**src/rtl/o_buffer_pkg.sv**
```systemverilog
// Shared types and constants for the output-buffer drain path.
// FSM encoding and skid FIFO depth used by o_buffer_reader and obr_skid_fifo.
package o_buffer_pkg;

    typedef enum logic [1:0] {
        IDLE  = 2'd0,
        ISSUE = 2'd1,
        FLUSH = 2'd2
    } obr_state_e;

    localparam int FIFO_DEPTH = 2;
    localparam int FIFO_CNT_W = $clog2(FIFO_DEPTH + 1);
    localparam int FIFO_PTR_W = $clog2(FIFO_DEPTH);

endpackage

```
**src/rtl/o_buffer_reader_if.sv**
```systemverilog
// Valid/ready result stream leaving the output-buffer reader.
// master drives data/valid/last, slave drives ready.
interface o_buffer_reader_if #(
    parameter int DATA_WIDTH = 32
) ();

    logic signed [DATA_WIDTH-1:0] m_data;
    logic                         m_valid;
    logic                         m_ready;
    logic                         m_last;

    modport master (
        output m_data,
        output m_valid,
        output m_last,
        input  m_ready
    );

    modport slave (
        input  m_data,
        input  m_valid,
        input  m_last,
        output m_ready
    );

endinterface

```
**src/rtl/obr_skid_fifo.sv**
```systemverilog
// Two-entry FIFO holding returned buffer words until the stream accepts them.
// Caller guarantees no push when full and no pop when empty.
module obr_skid_fifo
    import o_buffer_pkg::*;
#(
    parameter int WIDTH = 33
) (
    input  logic                  clk,
    input  logic                  reset,
    input  logic                  push,
    input  logic [WIDTH-1:0]      push_data,
    input  logic                  pop,
    output logic [WIDTH-1:0]      head_data,
    output logic [FIFO_CNT_W-1:0] count
);

    typedef logic [FIFO_PTR_W-1:0] ptr_t;

    logic [WIDTH-1:0]      mem_q [FIFO_DEPTH];
    ptr_t                  wr_ptr_q;
    ptr_t                  rd_ptr_q;
    logic [FIFO_CNT_W-1:0] cnt_q;

    always_ff @(posedge clk or posedge reset) begin
        if (reset) begin
            for (int i = 0; i < FIFO_DEPTH; i++) begin
                mem_q[i] <= '0;
            end
            wr_ptr_q <= '0;
            rd_ptr_q <= '0;
            cnt_q    <= '0;
        end else begin
            if (push) begin
                mem_q[wr_ptr_q] <= push_data;
                wr_ptr_q        <= wr_ptr_q + ptr_t'(1);
            end
            if (pop) begin
                rd_ptr_q <= rd_ptr_q + ptr_t'(1);
            end
            cnt_q <= cnt_q + FIFO_CNT_W'(push) - FIFO_CNT_W'(pop);
        end
    end

    assign head_data = mem_q[rd_ptr_q];
    assign count     = cnt_q;

endmodule

```
**src/rtl/o_buffer_reader.sv**
```systemverilog
// Drains rows of the column-RAM output buffer into a valid/ready stream.
// Define O_BUFFER_READER_RELU_EN to clamp negative words to zero.
module o_buffer_reader
    import o_buffer_pkg::*;
#(
    parameter int RAM_SIZE   = 1 << 8,
    parameter int ADDR_WIDTH = $clog2(RAM_SIZE),
    parameter int ARRAY_M    = 8,
    parameter int DATA_WIDTH = 32
) (
    input  logic                         clk,
    input  logic                         reset,
    input  logic                         start,
    input  logic [ADDR_WIDTH-1:0]        base_addr,
    input  logic [ADDR_WIDTH:0]          num_rows,
    input  logic [$clog2(ARRAY_M):0]     num_cols,
    output logic [$clog2(ARRAY_M)-1:0]   ram_idx,
    output logic [ADDR_WIDTH-1:0]        read_addr,
    input  logic signed [DATA_WIDTH-1:0] data_read,
    o_buffer_reader_if.master            strm,
    output logic                         busy,
    output logic                         done
);

    localparam int CW = $clog2(ARRAY_M);
    localparam int NW = CW + 1;
    localparam int FW = DATA_WIDTH + 1;

    typedef logic [ADDR_WIDTH-1:0] addr_t;
    typedef logic [ADDR_WIDTH:0]   row_t;
    typedef logic [CW-1:0]         col_t;
    typedef logic [NW-1:0]         ncol_t;
    typedef logic [FIFO_CNT_W:0]   crd_t;

    obr_state_e state_q;
    obr_state_e state_d;
    logic       done_d;

    addr_t addr_q;
    addr_t addr_nxt;
    row_t  rows_q;
    row_t  row_q;
    ncol_t cols_q;
    ncol_t cols_in;
    col_t  col_q;

    logic pend_q;
    logic pend_last_q;
    logic done_q;

    logic [FIFO_CNT_W-1:0] fifo_cnt;
    logic [FW-1:0]         head;
    logic signed [DATA_WIDTH-1:0] word;
    crd_t credit;

    logic empty_req;
    logic accept;
    logic last_col;
    logic last_row;
    logic last_issue;
    logic issue;
    logic valid;
    logic pop;
    logic head_last;

    assign cols_in   = (num_cols > ncol_t'(ARRAY_M)) ? ncol_t'(ARRAY_M)
                                                     : num_cols;
    assign empty_req = (num_rows == '0) || (cols_in == '0);
    assign accept    = (state_q == IDLE) && start;

    assign last_col   = ({1'b0, col_q} == cols_q - ncol_t'(1));
    assign last_row   = (row_q == rows_q - row_t'(1));
    assign last_issue = last_col && last_row;

    assign valid     = (fifo_cnt != '0);
    assign pop       = valid && strm.m_ready;
    assign head_last = head[DATA_WIDTH];

    // Reserve a FIFO slot for every read whose data has not landed yet.
    assign credit = crd_t'(fifo_cnt) + crd_t'(pend_q) - crd_t'(pop);
    assign issue  = (state_q == ISSUE) && (credit < crd_t'(FIFO_DEPTH));

    assign addr_nxt = (addr_q == addr_t'(RAM_SIZE - 1)) ? '0
                                                        : addr_q + addr_t'(1);

`ifdef O_BUFFER_READER_RELU_EN
    assign word = data_read[DATA_WIDTH-1] ? '0 : data_read;
`else
    assign word = data_read;
`endif

    always_comb begin
        state_d = state_q;
        done_d  = 1'b0;
        unique case (state_q)
            IDLE: begin
                if (start) begin
                    if (empty_req) begin
                        done_d = 1'b1;
                    end else begin
                        state_d = ISSUE;
                    end
                end
            end
            ISSUE: begin
                if (issue && last_issue) begin
                    state_d = FLUSH;
                end
            end
            FLUSH: begin
                if (pop && head_last) begin
                    state_d = IDLE;
                    done_d  = 1'b1;
                end
            end
            default: state_d = IDLE;
        endcase
    end

    always_ff @(posedge clk or posedge reset) begin
        if (reset) begin
            state_q <= IDLE;
        end else begin
            state_q <= state_d;
        end
    end

    always_ff @(posedge clk or posedge reset) begin
        if (reset) begin
            addr_q      <= '0;
            rows_q      <= '0;
            cols_q      <= '0;
            row_q       <= '0;
            col_q       <= '0;
            pend_q      <= 1'b0;
            pend_last_q <= 1'b0;
            done_q      <= 1'b0;
        end else begin
            pend_q      <= issue;
            pend_last_q <= issue && last_issue;
            done_q      <= done_d;
            if (accept) begin
                addr_q <= base_addr;
                rows_q <= num_rows;
                cols_q <= cols_in;
                row_q  <= '0;
                col_q  <= '0;
            end else if (issue) begin
                if (last_col) begin
                    col_q  <= '0;
                    row_q  <= row_q + row_t'(1);
                    addr_q <= addr_nxt;
                end else begin
                    col_q <= col_q + col_t'(1);
                end
            end
        end
    end

    obr_skid_fifo #(
        .WIDTH (FW)
    ) u_fifo (
        .clk       (clk),
        .reset     (reset),
        .push      (pend_q),
        .push_data ({pend_last_q, word}),
        .pop       (pop),
        .head_data (head),
        .count     (fifo_cnt)
    );

    assign ram_idx   = issue ? col_q : '0;
    assign read_addr = issue ? addr_q : '0;

    assign strm.m_valid = valid;
    assign strm.m_data  = head[DATA_WIDTH-1:0];
    assign strm.m_last  = valid && head_last;

    assign busy = (state_q != IDLE);
    assign done = done_q;

endmodule

```
**src/flat_wrapper.sv**
```systemverilog
// flat-port wrapper written by rule: the top's interface ports become plain ports
module o_buffer_reader_flat import o_buffer_pkg::*;
#(
    parameter int RAM_SIZE   = 1 << 8,
    parameter int ADDR_WIDTH = $clog2(RAM_SIZE),
    parameter int ARRAY_M    = 8,
    parameter int DATA_WIDTH = 32
)
  (clk, reset, start, base_addr, num_rows, num_cols, ram_idx, read_addr, data_read, busy, done, strm_m_data, strm_m_valid, strm_m_last, strm_m_ready);
  o_buffer_reader_if #(.DATA_WIDTH(DATA_WIDTH)) strm_i ();
  input  logic clk;
  input  logic reset;
  input  logic start;
  input  logic [ADDR_WIDTH-1:0] base_addr;
  input  logic [ADDR_WIDTH:0] num_rows;
  input  logic [$clog2(ARRAY_M):0] num_cols;
  output logic [$clog2(ARRAY_M)-1:0] ram_idx;
  output logic [ADDR_WIDTH-1:0] read_addr;
  input  logic signed [DATA_WIDTH-1:0] data_read;
  output logic busy;
  output logic done;
  output wire logic [$bits(strm_i.m_data)-1:0] strm_m_data;
  output wire logic [$bits(strm_i.m_valid)-1:0] strm_m_valid;
  output wire logic [$bits(strm_i.m_last)-1:0] strm_m_last;
  input wire logic [$bits(strm_i.m_ready)-1:0] strm_m_ready;
  assign strm_m_data = strm_i.m_data;
  assign strm_m_valid = strm_i.m_valid;
  assign strm_m_last = strm_i.m_last;
  assign strm_i.m_ready = strm_m_ready;
  o_buffer_reader #(.RAM_SIZE(RAM_SIZE), .ADDR_WIDTH(ADDR_WIDTH), .ARRAY_M(ARRAY_M), .DATA_WIDTH(DATA_WIDTH)) u_core (.clk(clk), .reset(reset), .start(start), .base_addr(base_addr), .num_rows(num_rows), .num_cols(num_cols), .ram_idx(ram_idx), .read_addr(read_addr), .data_read(data_read), .strm(strm_i), .busy(busy), .done(done));
endmodule
```
**config.mk**
```make
export PLATFORM = sky130hd
export DESIGN_NAME = o_buffer_reader_flat
export DESIGN_NICKNAME = d
export VERILOG_FILES = /design/src/rtl/o_buffer_pkg.sv /design/src/rtl/o_buffer_reader_if.sv /design/src/rtl/obr_skid_fifo.sv /design/src/rtl/o_buffer_reader.sv /design/src/flat_wrapper.sv
export SDC_FILE = /design/constraint.sdc
export NUM_CORES = 1
export LEC_CHECK = 0
export ABC_AREA = 1
export BUFFER_PORTS_ARGS = -buffer_cell sky130_fd_sc_hd__clkbuf_2
export CORE_ASPECT_RATIO = 0.75
export CORE_MARGIN = 4
export CORE_UTILIZATION = 47
export CTS_CLUSTER_DIAMETER = 60
export DETAILED_ROUTE_END_ITERATION = 8
export PLACE_DENSITY_LB_ADDON = 0.2
export SETUP_SLACK_MARGIN = 0.1
export SLEW_MARGIN = 20
export SYNTH_ARGS = -nofsm -noshare
export SYNTH_HDL_FRONTEND = slang
export SYNTH_SLANG_ARGS = --single-unit
```
**constraint.sdc**
```tcl
create_clock -name clk -period 6.4 [get_ports clk]
set_clock_uncertainty 0.15 [all_clocks]
set_input_delay 0.32 -clock clk [delete_from_list [all_inputs] [get_ports clk]]
set_output_delay 0.32 -clock clk [all_outputs]
set_load 0.01 [all_outputs]
```
==> results.py, run 1 <==
metrics = {
    "routing": {
        "routed_wirelength_microns": 11990,
        "wire_per_inst_microns": 13.08,
        "vias": 4450,
        "drcViolationCount": 0,
        "postRouteAntennaNets": 0,
        "drtPass1Iterations": 4,
        "drt_iter0_markers": 212,
        "vias_per_cell": 4.853,
    },
    "layout": {
        "synthToLayoutAreaGrowth_pct": 16.12,
        "stdcell_area_sq_um": 6464,
        "num-fill-cells": 1085,
        "drive_above_1_share_pct": 25.03,
        "final_nets": 815,
        "insertedDiodeCount": 0,
    },
    "yosys": {
        "synth_compound_area_share_pct": 10.61,
        "synth-edff-count": 0,
        "async_reset_ff_share_pct": 100.0,
        "synth_xor_xnor_area_share_pct": 2.607,
        "yosys-top-cells-area": "dfrtp_1 (49%), nand2_1 (11%), o21ai_0 (7.5%)",
        "ys.flop_type": "dfrtp_1",
        "synthAdderAreaFrac_pct": 1.933,
        "syn_avg_cell_area_sq_um": 8.434,
        "yosysTopAreaCellShare_pct": 48.55,
        "synth_seq_area_share_pct": 48.55,
        "synth_top_area_cell": "dfrtp_1",
        "synth_most_common_cell": "nand2_1",
        "syn-cell-area_sq_um": 5567,
        "syn_nets": 725,
        "synth_top_family_by_area": "simple AND/OR/NAND/NOR gates",
        "synthSimpleGateAreaFrac_pct": 20.68,
        "synthMuxAreaShare_pct": 6.473,
        "synthDistinctLibCells": 32,
        "synthCells": 660,
        "yosysWarnings": 0,
        "ys_top_cells_by_count": "nand2_1 (164), dfrtp_1 (108), inv_1 (95)",
        "ys_ff_latch": 108,
    },
    "placement": {
        "gp_congestion": 0.8079,
        "place_area_sq_um": 6167,
        "io_buffers": 103,
        "dpl.hpwl_microns": 8549,
    },
    "worst_hold_path": {
        "min_path_type": "input pin to flip-flop",
    },
    "clock_tree": {
        "clock_latency_ps": 340,
        "cts_tree": "built",
        "cts_sinks": 108,
        "postCtsSetupBuffers": 0,
        "cts_max_path_buffers": 2,
        "ctsResizeCount": 0,
        "ctsHoldBuffers": 1,
        "htreeDepth": 3,
        "cts_made_buffers": 9,
        "root_buffer": "clkbuf_16",
        "clk_pin_slew_ps": 70,
    },
    "global_routing": {
        "grt_pass1_vias": 4264,
        "overflow": 0,
        "grt_usage_pct": 18.17,
        "grt_max_degree": 68,
        "grt_antenna_before_repair": 0,
        "grt_first_pass_wirelength_microns": 20220,
    },
    "sta": {
        "rsz0062_at_grt": "false",
        "slew_viol_final": 0,
        "finalSetupTns_ps": 0,
        "finalCritPeriodShare_pct": 55.70,
        "tightest_slew_ps": 691.2,
        "hold_viol_final": 0,
        "slew_headroom_pct": 53.92,
        "min_period_ps": 3565,
        "fmax_mhz": 280.5,
        "setup_violations": 0,
    },
    "worst_setup_path": {
        "worst-path-buf-inv": 5,
        "worst_setup_path_start_kind": "flip-flop",
        "crit_top_cell": "inv_1",
        "cp.required_ps": 5930,
        "critical_path_class": "flip-flop to primary output",
        "critical_path.top_delay_family": "adder cells",
        "end_kind": "primary output",
        "slowest_stage": "fa_1",
        "crit_path_max_incr_delay_ps": 500,
        "cp.arrival_ps": 3090,
        "crit_chain": "nor2_1, inv_1, nand2_1, inv_1, ha_1, inv_1, ha_1, fa_1, nand3b_1, nor2_4, inv_1, nor2_1, clkbuf_2",
        "critPathMaxFanout": 12,
    },
    "power_and_ir_drop": {
        "p_leak_nw": 3.414,
        "power.density_nw_per_um2": 516.7,
        "vdd_drop_max_mv": 0.2167,
    },
    "flow_run": {
        "drv_cap": 0,
    },
    "floorplan": {
        "start_util_pct": 48.11,
        "io_pins": 104,
        "die_h_microns": 102.3,
        "coreArea_sq_um": 11570,
        "die_area_sq_um": 13670,
        "row_count": 34,
        "fp.dieW_microns": 133.7,
    },
    "status": {
        "outcome": "completed",
    },
}
==> stage by stage <==
stage | setup slack (ps) | hold slack, ps | total power [mW] | instances | util, %
2_1_floorplan | 3084 | 291.0 | 2.362 | 660 | -
3_3_place_gp | 3153 | 309.7 | 2.766 | 900 | 53.30
3_5_place_dp | 3032 | 315.3 | 2.836 | 900 | 53.30
4_1_cts | 2811 | 52.88 | 3.372 | 917 | 55.80
5_1_grt | 2561 | 79.35 | 3.646 | 917 | 55.86
6_report | 2835 | 61.80 | 3.340 | 917 | 55.86
==> registers in the layout, summed over array words and instances, names as in the netlist, 2 cells and up <==
| signal | count |
|---|---|
| u_core.addr_q | 8 |
| u_core.state_q | 2 |
| u_core.cols_q | 4 |
| u_core.u_fifo.count | 2 |
| u_core.u_fifo.mem_q | 66 |
| u_core.rows_q | 9 |
| u_core.col_q | 3 |
| u_core.row_q | 9 |
==> report_power, final <==
part | internal, mW | switching, mW | leakage [nW]
registers | 1.00 | 0.235 | 1.33
clock network | 0.277 | 0.243 | 0.129
logic | 0.663 | 0.922 | 1.96
total | 1.94 | 1.40 | 3.41
==> metal layers <==
metal / up-vias / wire [microns] / share of wire (%) / GRT usage (%)
li1: 2253 / - / - / -
met1: 2086 / 5952 / 50 / 26.34
met2: 97 / 5386 / 45 / 28.39
met3: 14 / 538 / 4.5 / 3.740
met4: 0 / 113 / 0.94 / 4.348
met5: - / 0 / 0 / 0
==> logic make-up after synthesis <==
family,after synthesis
AO/OA/AOI/OAI,106
adder cells (fa/ha/maj),8
buffers and inverters,126
XOR/XNOR,15
AND/OR/NAND/NOR,265
flip-flops,108
multiplexers,32
==> worst reg2reg max path: stages (launching register included) <==
cell and delay (ps):
dfrtp_1 410, nor2_1 140, inv_1 70, nand2_1 90, inv_1 60, ha_1 280, inv_1 50, ha_1 190
fa_1 500, nand3b_1 220, nor2_4 210, nor2_4 80, nor2_8 490, inv_1 180, nand2_1 90, o21ai_1 60
==> final timing paths <==
kind	start	endpoint	slack, ps	cells past startpoint
max	u_core.u_fifo.count[1]$_DFF_PP0_	read_addr[2]	2840	13
min	num_rows[0]	u_core.rows_q[0]$_DFFE_PP0P_	60	3
max reg2reg	u_core.u_fifo.count[1]$_DFF_PP0_	u_core.row_q[7]$_DFFE_PP0P_	3030	15
min reg2reg	u_core.u_fifo.mem_q[60]$_DFFE_PP0P_	u_core.u_fifo.mem_q[60]$_DFFE_PP0P_	330	2
max in group asynchronous	reset	u_core.addr_q[5]$_DFFE_PP0P_	4490	4
min in group asynchronous	reset	u_core.u_fifo.mem_q[47]$_DFFE_PP0P_	460	3
==> cell usage in the layout, fill, tap and decap left out, drive strengths merged <==
master	n
nand2	170
clkbuf	115
dfrtp	108
inv	100
o21ai	98
nor2	49
nand3	33
mux2	32
xor2	10
ha	7
xnor2	4
nand4	4
o22ai	4
nand3b	3
a21oi	3
nor3	2
nor4	2
clkinvlp	2
buf	2
or2	2
xnor3	1
o31ai	1
fa	1
clkinv	1
dlygate4sd3	1
==> area by class of cell <==
cell class | count | area [sq um] | area share [%]
Multi-Input combinational cell | 426 | 2365 | 36.59
Clock buffer | 12 | 246.5 | 3.813
Tap cell | 162 | 202.7 | 3.136
Inverter | 99 | 374.1 | 5.788
Sequential cell | 108 | 2703 | 41.81
Clock inverter | 4 | 32.53 | 0.5033
Timing Repair Buffer | 106 | 540.5 | 8.362
(Power assumes the default switching activity.)
==> run 2: changes to the inputs <==
- clock period: 6.4 -> 3.1 ns (I/O delays scaled with it)
==> results.py, run 2 (synthesis gave the netlist of run 1 again) <==
metrics = {
    "worst_setup_path": {
        "worstRegToRegCells": 18,
        "critPathMaxFanout": 6,
        "worst_setup_path_start_kind": "flip-flop",
        "end_kind": "primary output",
        "cp.arrival_ps": 2910,
        "r2r-start": "u_core.u_fifo.count[1]$_DFF_PP0_",
        "cp.required_ps": 2790,
        "r2r-end": "u_core.addr_q[2]$_DFFE_PP0P_",
        "rrSetupSlack_ps": -10,
        "critical_path_class": "flip-flop to primary output",
    },
    "clock_tree": {
        "htreeDepth": 3,
        "clock_latency_ps": 350,
        "clk_pin_slew_ps": 80,
        "cts_tree": "built",
        "cts_sinks": 108,
        "cts_max_path_buffers": 2,
        "root_buffer": "clkbuf_16",
        "cts_made_buffers": 9,
    },
    "layout": {
        "largest_register_ffs": 66,
        "finalNonFillerCells": 993,
        "final_nets": 891,
        "insertedDiodeCount": 0,
        "final_cell_mix": "nand2_1 (162), dfrtp_1 (108), clkbuf_2 (92)",
        "reg_top3": "u_core.u_fifo.mem_q (66), u_core.row_q (9), u_core.rows_q (9)",
        "synthToLayoutAreaGrowth_pct": 35.09,
        "stdcell_area_sq_um": 7520,
        "num-fill-cells": 959,
        "drive_above_1_share_pct": 28.40,
        "final_common_cell": "nand2_1",
        "largest_register": "u_core.u_fifo.mem_q",
    },
    "global_routing": {
        "grt_first_pass_wirelength_microns": 22520,
        "grt_usage_pct": 20.36,
        "grt_max_degree": 84,
        "grt_antenna_before_repair": 0,
        "overflow": 0,
        "grt_pass1_vias": 4738,
    },
    "placement": {
        "gp_congestion": 0.8166,
        "place_worst_setup_slack_ps": -101.7,
        "io_buffers": 103,
        "dpl.hpwl_microns": 8718,
        "dp.cells": 906,
        "place_area_sq_um": 6264,
    },
    "worst_hold_path": {
        "min_path_type": "input pin to flip-flop",
        "hold_start": "num_cols[3]",
        "min_path_cells": 3,
        "min_to": "u_core.cols_q[3]$_DFFE_PP0P_",
    },
    "routing": {
        "drcViolationCount": 0,
        "routed_wirelength_microns": 13790,
        "postRouteAntennaNets": 0,
        "wire_per_inst_microns": 13.89,
        "drtPass1Iterations": 5,
        "drt_iter0_markers": 331,
        "vias_per_cell": 4.954,
        "vias": 4919,
    },
    "sta": {
        "min_period_ps": 3218,
        "fmax_mhz": 310.7,
        "setup_violations": 15,
        "hold_ws_ps": 3.757,
        "tightest_slew_ps": 679.6,
        "rsz0062_at_grt": "true",
        "hold_viol_final": 0,
        "finalCritPeriodShare_pct": 103.8,
        "slew_headroom_pct": 54.69,
        "timing.final.ws_setup_ps": -118.3,
        "slew_viol_final": 0,
    },
    "power_and_ir_drop": {
        "power.total_mw": 7.826,
        "p_leak_nw": 3.822,
        "power.density_nw_per_um2": 1041,
        "vdd_drop_max_mv": 0.6152,
    },
    "status": {
        "violations": "negative setup slack",
        "outcome": "finished with violations",
    },
    "floorplan": {
        "coreArea_sq_um": 11570,
        "io_pins": 104,
        "die_h_microns": 102.3,
        "fp.dieW_microns": 133.7,
        "start_util_pct": 48.11,
        "row_count": 34,
        "die_area_sq_um": 13670,
    },
    "flow_run": {
        "drv_cap": 0,
    },
}
-- run 2: cell count changes in the layout (fill, tap and decap cells not counted), sizes merged --
cell and change:
clkinvlp +1, buf +32, clkinv +1, clkbuf -10, dlygate4sd3 +52
-- run 2: routing by layer --
metal	part of all wire (%)	track usage, %
met3	5.4	4.035
met1	46	28.04
met2	48	33.50
met5	0	0
met4	1.4	5.375
-- run 2: worst max path at each step --
stage                                                 from                     endpoint  cells after the start
after floorplan           u_core.u_fifo.count[1]$_DFF_PP0_                   ram_idx[0]                     13
after global placement    u_core.u_fifo.count[1]$_DFF_PP0_  u_core.col_q[0]$_DFFE_PP0P_                     14
after detailed placement  u_core.u_fifo.count[1]$_DFF_PP0_  u_core.col_q[1]$_DFFE_PP0P_                     14
after CTS                 u_core.u_fifo.count[0]$_DFF_PP0_                   ram_idx[2]                     14
after global routing      u_core.u_fifo.count[1]$_DFF_PP0_                   ram_idx[1]                     14
final                     u_core.u_fifo.count[1]$_DFF_PP0_                 read_addr[2]                     14
-- run 2: through the flow --
step	util, %	TNS (ps)
2_1_floorplan	-	0
3_3_place_gp	54.13	0
3_5_place_dp	54.13	-158.5
4_1_cts	62.81	-916.9
5_1_grt	64.99	-4957
6_report	64.99	-1113
-- run 2: cell type report --
class / count / area [sq um] / share of cell area, %
Tap cell: 162 / 202.7 / 2.696
Inverter: 99 / 381.6 / 5.075
Sequential cell: 108 / 2703 / 35.94
Multi-Input combinational cell: 426 / 2481 / 33.00
Clock buffer: 10 / 239.0 / 3.178
Timing Repair Buffer: 182 / 1459 / 19.40
Clock inverter: 6 / 53.80 / 0.7155
-- run 2: where the power goes --
group | switching [mW] | internal (mW)
combinational | 2.24 | 1.91
sequential | 0.495 | 2.06
clock | 0.543 | 0.582
total | 3.27 | 4.55
-- run 2: repair_timing --
| action | CTS | global route |
|---|---|---|
| hold buffers | 53 | 0 |
| setup endpoints to repair | 22 | 34 |
| resized for setup | 32 | 35 |
| cloned | 0 | 4 |
| setup buffers | 9 | 6 |
| pin swaps | 8 | 8 |
| endpoints found under the hold margin | 109 | 0 |
-- run 2: worst max-delay path: stages (launching register included) --
cell and delay (ps):
dfrtp_1 400, nor2_2 160, inv_2 50, nand2_2 70, inv_2 50, ha_4 250, inv_2 40, ha_4 140
fa_1 450, nand3b_1 220, nor2_4 200, clkinvlp_4 160, buf_12 170, nor2_4 90, buf_6 110
==> run 3: changes to the inputs <==
- CAP_MARGIN: unset -> 20
- SETUP_SLACK_MARGIN: 0.1 -> 0.05
==> results.py, run 3 (synthesis gave the netlist of run 1 again) <==
metrics = {
    "worst_setup_path": {
        "end_kind": "primary output",
        "crit_top_cell": "inv_2",
        "critical_path.top_delay_family": "adder cells",
        "slowest_stage": "fa_1",
        "worst-path-buf-inv": 6,
        "worst_setup_path_start_kind": "flip-flop",
        "critPathMaxFanout": 6,
        "cp.required_ps": 2790,
        "critical_path_class": "flip-flop to primary output",
        "cp.arrival_ps": 2920,
        "crit_chain": "nor2_2, inv_2, nand2_2, inv_2, ha_4, inv_2, ha_4, fa_1, nand3b_1, nor2_4, clkinvlp_4, buf_12, nor2_4, buf_6",
        "crit_path_max_incr_delay_ps": 450,
    },
    "sta": {
        "slew_headroom_pct": 54.39,
        "rsz0062_at_grt": "true",
        "slew_viol_final": 0,
        "tightest_slew_ps": 684.2,
        "timing.final.ws_setup_ps": -127.6,
        "hold_viol_final": 0,
        "setup_violations": 17,
        "fmax_mhz": 309.8,
        "min_period_ps": 3228,
        "finalCritPeriodShare_pct": 104.1,
    },
    "layout": {
        "final_cell_mix": "nand2_1 (162), dfrtp_1 (108), clkbuf_2 (92)",
        "reg_top3": "u_core.u_fifo.mem_q (66), u_core.row_q (9), u_core.rows_q (9)",
        "final_common_cell": "nand2_1",
        "utilization_pct": 64.92,
        "insertedDiodeCount": 0,
        "num-fill-cells": 963,
        "regArea_sq_um": 2703,
        "finalNonFillerCells": 992,
        "largest_register_ffs": 66,
        "multi_input_area_sq_um": 2481,
        "final_nets": 890,
        "synthToLayoutAreaGrowth_pct": 34.95,
        "drive_above_1_share_pct": 28.31,
        "largest_register": "u_core.u_fifo.mem_q",
    },
    "global_routing": {
        "grt_first_pass_wirelength_microns": 22470,
        "overflow": 0,
        "grt_max_degree": 84,
        "grt_antenna_before_repair": 0,
        "grt_pass1_vias": 4733,
        "grt_usage_pct": 20.33,
    },
    "status": {
        "violations": "negative setup slack",
        "outcome": "finished with violations",
    },
    "routing": {
        "drcViolationCount": 0,
        "postRouteAntennaNets": 0,
        "routed_wirelength_microns": 13770,
        "drt_iter0_markers": 343,
        "wire_per_inst_microns": 13.88,
        "drtPass1Iterations": 5,
        "vias": 4913,
        "vias_per_cell": 4.953,
    },
    "floorplan": {
        "coreArea_sq_um": 11570,
        "io_pins": 104,
        "die_area_sq_um": 13670,
        "row_count": 34,
        "fp.dieW_microns": 133.7,
        "start_util_pct": 48.11,
        "die_h_microns": 102.3,
    },
    "placement": {
        "gp_congestion": 0.8166,
        "dpl.hpwl_microns": 8718,
        "dp.cells": 906,
        "io_buffers": 103,
    },
    "power_and_ir_drop": {
        "power.switching_mw": 3.273,
        "vdd_drop_max_mv": 0.6138,
        "clkPwrFrac_pct": 14.4,
        "swShare_pct": 41.89,
        "power.density_nw_per_um2": 1040,
        "combPwrFrac_pct": 52.9,
        "p_leak_nw": 3.818,
        "internal_power_mw": 4.540,
        "power_frac_seq_pct": 32.7,
    },
    "flow_run": {
        "drv_cap": 0,
    },
    "clock_tree": {
        "clk_pin_slew_ps": 80,
        "cts_tree": "built",
        "cts_made_buffers": 9,
        "root_buffer": "clkbuf_16",
        "cts_max_path_buffers": 2,
        "cts_sinks": 108,
        "htreeDepth": 3,
        "clock_latency_ps": 350,
    },
    "worst_hold_path": {
        "min_path_type": "input pin to flip-flop",
    },
}
[run 3: cell types whose count changed in the layout (fill, tap and decap cells not counted)]
| cell | before | now |
|---|---|---|
| buf_4 | 12 | 11 |
[run 3: worst min-delay path: cells and delay by family]
family / cells / cell delay, ps
buffers and inverters: 1 / 100
AND/OR/NAND/NOR: 1 / 80
AO/OA/AOI/OAI: 1 / 120
[run 3: stage by stage]
stage | hold WS [ps] | setup TNS, ps | cell area, sq um | total power, mW | setup WS, ps
after floorplan | 126.0 | 0 | 5570 | 4.877 | 280.3
after global placement | 89.85 | 0 | 6264 | 5.768 | 145.0
after detailed placement | 103.2 | -158.5 | 6264 | 5.920 | -101.7
after CTS | 0.2456 | -971.7 | 7254 | 7.477 | -109.6
after global routing | 15.57 | -4848 | 7512 | 8.452 | -262.6
final | 9.278 | -1226 | 7512 | 7.813 | -127.6
[run 3: routing by layer]
layer | GRT usage (%) | part of all wire [%] | wire (microns) | up-vias
li1 | - | - | - | 2413
met3 | 4.035 | 5.1 | 709 | 27
met1 | 27.93 | 45 | 6240 | 2321
met4 | 5.375 | 1.6 | 221 | 0
met5 | 0 | 0 | 0 | -
met2 | 33.50 | 48 | 6600 | 152
[run 3: what timing repair did]
| item | 4_1_cts | 5_1_grt |
|---|---|---|
| buffers inserted | 8 | 6 |
| pin swaps | 6 | 8 |
| hold buffers | 53 | 0 |
| gates resized for setup | 29 | 38 |
| gates cloned | 0 | 4 |
| endpoints found under the hold margin | 109 | 0 |
| setup endpoints to repair | 13 | 33 |
[run 3: worst paths after layout]
| kind | slack, ps | endpoint | start | cells after the start |
|---|---|---|---|---|
| min | 9 | u_core.cols_q[3]$_DFFE_PP0P_ | num_cols[3] | 3 |
| max | -130 | read_addr[2] | u_core.u_fifo.count[1]$_DFF_PP0_ | 14 |
| max in group asynchronous | 1710 | u_core.u_fifo.mem_q[14]$_DFFE_PP0P_ | reset | 4 |
| min in group asynchronous | 270 | u_core.done$_DFF_PP0_ | reset | 3 |
| max reg2reg | -10 | u_core.addr_q[2]$_DFFE_PP0P_ | u_core.u_fifo.count[1]$_DFF_PP0_ | 18 |
| min reg2reg | 330 | u_core.u_fifo.mem_q[15]$_DFFE_PP0P_ | u_core.u_fifo.mem_q[15]$_DFFE_PP0P_ | 2 |
[run 3: layout make-up]
class                      count  area share, %
clock buffer                  10          3.181
timing repair buffer         181          19.32
clock inverter                 6         0.7162
sequential                   108          35.98
tap                          162          2.698
inverter                      99          5.080
multi-input combinational    426          33.03
[run 3: power by group through the flow]
stage               combinational (mW)  sequential, mW  clock (mW)
floorplan                         2.47            2.40           0
global placement                  3.24            2.53           0
detailed placement                3.35            2.57           0
CTS                               3.78            2.55        1.15
global route                      4.60            2.65        1.20
finish                            4.13            2.56        1.12
